File: src/rtl/axil_master_gfi.sv
// AXI4-Lite master: turns single local requests into AXI4-Lite writes/reads, one outstanding at a time.
// Optional watchdog enabled by defining AXIL_MASTER_TIMEOUT_EN (TIMEOUT_CYC cycles, reports 2'b10).
module axil_master_gfi #(
  parameter int ADRES_BIT   = 32,
  parameter int VERI_BIT    = 32,
  parameter int TIMEOUT_CYC = 1024
) (
  input  logic                  ACLK,
  input  logic                  ARESETN,
  input  logic                  istek_gecerli,
  output logic                  istek_hazir,
  input  logic                  istek_yaz,
  input  logic [ADRES_BIT-1:0]  istek_adres,
  input  logic [VERI_BIT-1:0]   istek_veri,
  input  logic [VERI_BIT/8-1:0] istek_strb,
  output logic                  yanit_gecerli,
  input  logic                  yanit_hazir,
  output logic [VERI_BIT-1:0]   yanit_veri,
  output logic [1:0]            yanit_hata,
  output logic [ADRES_BIT-1:0]  AWADDR,
  output logic                  AWVALID,
  output logic [2:0]            AWPROT,
  input  logic                  AWREADY,
  output logic [VERI_BIT-1:0]   WDATA,
  output logic [VERI_BIT/8-1:0] WSTRB,
  output logic                  WVALID,
  input  logic                  WREADY,
  input  logic                  BVALID,
  input  logic [1:0]            BRESP,
  output logic                  BREADY,
  output logic [ADRES_BIT-1:0]  ARADDR,
  output logic                  ARVALID,
  output logic [2:0]            ARPROT,
  input  logic                  ARREADY,
  input  logic [VERI_BIT-1:0]   RDATA,
  input  logic [1:0]            RRESP,
  input  logic                  RVALID,
  output logic                  RREADY
);

  typedef enum logic [2:0] {
    BOSTA, YAZ_ADRES, YAZ_YANIT, OKU_ADRES, OKU_VERI, YANIT
  } durum_t;

  durum_t                durum, durum_n;
  logic [ADRES_BIT-1:0]  adres_q, adres_n;
  logic [VERI_BIT-1:0]   veri_q, veri_n;
  logic [VERI_BIT/8-1:0] strb_q, strb_n;
  logic                  hazir_n, awvalid_n, wvalid_n, bready_n, arvalid_n, rready_n;
  logic                  yg_n;
  logic [VERI_BIT-1:0]   yv_n;
  logic [1:0]            yh_n;
  logic                  zaman_asimi;

  // Both address channels share one latched request address.
  assign AWADDR = adres_q;
  assign ARADDR = adres_q;
  assign WDATA  = veri_q;
  assign WSTRB  = strb_q;
  assign AWPROT = '0;
  assign ARPROT = '0;

`ifdef AXIL_MASTER_TIMEOUT_EN
  localparam int SAYAC_BIT = $clog2(TIMEOUT_CYC + 1);
  logic [SAYAC_BIT-1:0] sayac;
  logic                 mesgul;

  assign mesgul      = (durum != BOSTA) && (durum != YANIT);
  assign zaman_asimi = mesgul && (sayac == SAYAC_BIT'(TIMEOUT_CYC - 1));

  always_ff @(posedge ACLK or negedge ARESETN) begin
    if (!ARESETN)    sayac <= '0;
    else if (!mesgul) sayac <= '0;
    else if (!zaman_asimi) sayac <= sayac + 1'b1;
  end
`else
  logic unused_timeout;
  assign unused_timeout = (TIMEOUT_CYC > 0);
  assign zaman_asimi    = 1'b0;
`endif

  always_ff @(posedge ACLK or negedge ARESETN) begin
    if (!ARESETN) begin
      durum         <= BOSTA;
      adres_q       <= '0;
      veri_q        <= '0;
      strb_q        <= '0;
      istek_hazir   <= 1'b1;
      AWVALID       <= 1'b0;
      WVALID        <= 1'b0;
      BREADY        <= 1'b0;
      ARVALID       <= 1'b0;
      RREADY        <= 1'b0;
      yanit_gecerli <= 1'b0;
      yanit_veri    <= '0;
      yanit_hata    <= '0;
    end else begin
      durum         <= durum_n;
      adres_q       <= adres_n;
      veri_q        <= veri_n;
      strb_q        <= strb_n;
      istek_hazir   <= hazir_n;
      AWVALID       <= awvalid_n;
      WVALID        <= wvalid_n;
      BREADY        <= bready_n;
      ARVALID       <= arvalid_n;
      RREADY        <= rready_n;
      yanit_gecerli <= yg_n;
      yanit_veri    <= yv_n;
      yanit_hata    <= yh_n;
    end
  end

  always_comb begin
    durum_n   = durum;
    adres_n   = adres_q;
    veri_n    = veri_q;
    strb_n    = strb_q;
    hazir_n   = istek_hazir;
    awvalid_n = AWVALID;
    wvalid_n  = WVALID;
    bready_n  = BREADY;
    arvalid_n = ARVALID;
    rready_n  = RREADY;
    yg_n      = yanit_gecerli;
    yv_n      = yanit_veri;
    yh_n      = yanit_hata;

    unique case (durum)
      BOSTA: begin
        if (istek_gecerli) begin
          adres_n = istek_adres;
          veri_n  = istek_veri;
          strb_n  = istek_strb;
          hazir_n = 1'b0;
          if (istek_yaz) begin
            awvalid_n = 1'b1;
            wvalid_n  = 1'b1;
            durum_n   = YAZ_ADRES;
          end else begin
            arvalid_n = 1'b1;
            durum_n   = OKU_ADRES;
          end
        end
      end
      YAZ_ADRES: begin
        // Each VALID clears only on its own handshake; move on once both are gone.
        awvalid_n = AWVALID & ~AWREADY;
        wvalid_n  = WVALID & ~WREADY;
        if (!awvalid_n && !wvalid_n) begin
          bready_n = 1'b1;
          durum_n  = YAZ_YANIT;
        end
      end
      YAZ_YANIT: begin
        if (BVALID) begin
          yh_n     = BRESP;
          yv_n     = '0;
          bready_n = 1'b0;
          yg_n     = 1'b1;
          durum_n  = YANIT;
        end
      end
      OKU_ADRES: begin
        if (ARREADY) begin
          arvalid_n = 1'b0;
          rready_n  = 1'b1;
          durum_n   = OKU_VERI;
        end
      end
      OKU_VERI: begin
        if (RVALID) begin
          yv_n     = RDATA;
          yh_n     = RRESP;
          rready_n = 1'b0;
          yg_n     = 1'b1;
          durum_n  = YANIT;
        end
      end
      YANIT: begin
        if (yanit_hazir) begin
          yg_n    = 1'b0;
          hazir_n = 1'b1;
          durum_n = BOSTA;
        end
      end
      default: durum_n = BOSTA;
    endcase

    // Expiry applies only when the state did not progress this cycle, so a handshake wins.
    if (zaman_asimi && (durum_n == durum)) begin
      awvalid_n = 1'b0;
      wvalid_n  = 1'b0;
      bready_n  = 1'b0;
      arvalid_n = 1'b0;
      rready_n  = 1'b0;
      yg_n      = 1'b1;
      yv_n      = '0;
      yh_n      = 2'b10;
      durum_n   = YANIT;
    end
  end

endmodule

File: config.mk
export PLATFORM = sky130hd
export DESIGN_NAME = axil_master_gfi
export DESIGN_NICKNAME = d
export VERILOG_FILES = /design/src/rtl/axil_master_gfi.sv
export SDC_FILE = /design/constraint.sdc
export NUM_CORES = 1
export LEC_CHECK = 0
export CORE_MARGIN = 2
export CORE_UTILIZATION = 40
export DETAILED_ROUTE_END_ITERATION = 8
export PLACE_DENSITY = 0.89
export SYNTH_ARGS = -nofsm -noshare
export SYNTH_HDL_FRONTEND = slang
export SYNTH_SLANG_ARGS = --single-unit
File: constraint.sdc
create_clock -name ACLK -period 2.25 [get_ports ACLK]
set_input_delay 0.3375 -clock ACLK [delete_from_list [all_inputs] [get_ports ACLK]]
set_output_delay 0.3375 -clock ACLK [all_outputs]
set_load 0.01 [all_outputs]
==> flow_metrics.tcl <==
set metrics [dict create \
    worstSkewPairLatency_ns 0.35 \
    initial_core_util 0.4059 \
    dp_cells 771 \
    rows 41 \
    finalHoldViolCount 0 \
    min_path_type "flop to flop" \
    timing.fmax_ghz 0.5149 \
    end_kind "flop" \
    yosysTopAreaCell "dfrtp_1" \
    setup_tns_ns 0 \
    htree_levels 3 \
    ys_types 36 \
    max-clock-path-buffers 2 \
    synthesis.area_sq_mm 0.005060 \
    fp.dieH_microns 116.5 \
    leakage_nw 3.210 \
    avgSynthCellArea_sq_um 13.11 \
    clk_pin_slew_ns 0.07 \
    path_cells "nor4b_4 > buf_12 > mux2_2" \
    slew_headroom 0.6191 \
    cts.sinks 112 \
    cts_inserted_buffers 9 \
    core_sq_mm 0.01247 \
    worst_slew_pin_slew_ns 0.5713 \
    async_reset_ff_frac 1.000 \
    drv_cap 0 \
    pin_count 261 \
    antenna_left 0 \
    wl_mm 13.40 \
    cts_setup_buffers 0 \
    n_antenna_cell 0 \
    ys_ff_latch 112 \
    antenna_found_initial 0 \
    clock-root-buffer "clkbuf_16" \
    drt_iter0_drc 161 \
    die_area_sq_mm 0.01357 \
    hold_path_depth 1 \
    grt_pass1_vias 3914 \
    p_per_area_mw_per_mm2 1422 \
    grt_pass1_wl_mm 20.69 \
    critPathKind "flop to flop" \
    stdcell_count 788 \
    finalCritPeriodShare 0.8631 \
    fin_hold_ws_ns 0.5097 \
    final.min_clock_period_ns 1.942 \
    first_pass_iters 4 \
    gp_congestion 0.8015 \
    synthCells 386 \
    via_per_inst 4.681 \
    status "complete, no violations" \
    design_area_sq_mm 0.007814 \
    wl_per_cell_microns 17.01 \
    finalSetupViolCount 0 \
    drc 0 \
    peakVddDrop_uv 1044 \
    synth_edf_count 0 \
    netlist_top_cells_area "dfrtp_1, mux2_2, mux2_4" \
    fill_cells 949 \
    synth-seq-area-share 0.5542 \
    path_buf_inv 1 \
    critPathTopFamily "flip-flops" \
    cp-start-kind "flop" \
    ys.flop_type "dfrtp_1" \
    yosysMostFrequentCell "dfrtp_1" \
    placed_cell_area_sq_mm 0.007522 \
    critical_path.max_stage_delay_ns 0.56 \
    required_ns 2.48 \
    vias 3689 \
    final_max_slew_viol_count 0 \
    drive_gt1_frac 0.1688 \
    die-width_microns 116.5 \
    cts_tree "done" \
    hpwlAfterDp_mm 10.28 \
    worstSetupPathDepth 3 \
    synth_commonest_cells "dfrtp_1, mux2_2, buf_4" \
    yosysTopAreaCellShare 0.5490 \
    r2r_cells 3 \
    grt_max_degree 72 \
    area_growth_pct 54.43 \
    grt_usage 0.1991 \
    num-nets-final 725 \
    grt-ovfl-total 0 \
    rsz0062_at_grt "no" \
    port_buffers 254 \
    cp.arrival_ns 2.17 \
    slowest_stage "dfrtp_1" \
    fin_worst_skew_ns 0.006388 \
    yosysWarnings 0 \
    cp_max_fo 71 \
]
## stage by stage
step                setup slack (ns)    util  power [mW]
finish                        0.3079  0.6268       11.11
CTS                           0.2576  0.6268       11.23
detailed placement            0.1174  0.6034       9.663
global placement              0.1803  0.6034       9.419
floorplan                     0.5549       -       6.726
global route                  0.1071  0.6268       11.75
## placed cells by master, fill, tap and decap left out, types with 4 or more instances in the layout
cell,synthesis,final
inv_1,34,34
mux2_2,45,45
clkdlybuf4s50_1,0,253
nand2_1,39,39
mux2_4,27,27
clkbuf_16,0,9
mux2i_1,34,34
o21ai_0,4,4
dfrtp_1,111,111
buf_4,41,8
conb_1,1,6
nor2b_1,4,4
## logic make-up (layout without fill, tap and decap cells)
logic type | count (synthesis) | after routing | synth area share
AOI/OAI and AO/OA | 22 | 22 | 0.03363
buffers and inverters | 90 | 315 | 0.1103
muxes | 106 | 106 | 0.2475
DFF | 112 | 112 | 0.5542
other | 1 | 6 | 0.0007411
and+or+nand+nor | 55 | 55 | 0.05366
## path summary, 6_finish.rpt
| check | to | slack (ns) | startpoint |
|---|---|---|---|
| max | ARADDR[28] | 0.31 | durum[2] |
| min in group asynchronous | ARADDR[13] | 0.52 | ARESETN |
| min | WDATA[30] | 0.51 | WDATA[30] |
| max reg2reg | ARADDR[28] | 0.31 | durum[2] |
| max in group asynchronous | ARADDR[25] | 1.03 | ARESETN |
| min reg2reg | WDATA[30] | 0.51 | WDATA[30] |
## timing repair
action                    4_1_cts  5_1_grt
hold endpoints to repair       35        0
hold buffers                    1        0
gates resized for setup         0        0
## per-layer routing
layer	up-vias	global-route usage	part of all wire
li1	1682	-	-
met1	1850	0.2290	0.38
met2	133	0.3516	0.54
met3	24	0.04930	0.063
met4	0	0.08810	0.024
met5	-	0	0
## flip-flops by register name, summed over array words and instances, names as in the netlist
signal         count
WVALID             1
durum              3
yanit_veri        32
BREADY             1
WSTRB              4
istek_hazir        1
ARVALID            1
WDATA             32
RREADY             1
yanit_hata         2
yanit_gecerli      1
ARADDR            32
AWVALID            1
## worst reg2reg max path: stages (launching register included)
cell and delay [ns]:
dfrtp_1 0.56, nor4b_4 0.41, buf_12 0.39, mux2_2 0.47
## area by class of cell
class,count,area [sq um],share of cell area
Timing Repair Buffer,265,2663,0.3408
Multi-Input combinational cell,189,1723,0.2205
Inverter,34,127.6,0.01633
Clock buffer,11,242.7,0.03106
Clock inverter,5,38.79,0.004964
Sequential cell,112,2804,0.3588
Tap cell,172,215.2,0.02754
## power by group
part	switching, mW	internal, mW
clock	0.730	0.791
combinational	2.20	3.59
sequential	0.766	3.04
total	3.69	7.42
(Power assumes the default switching activity.)
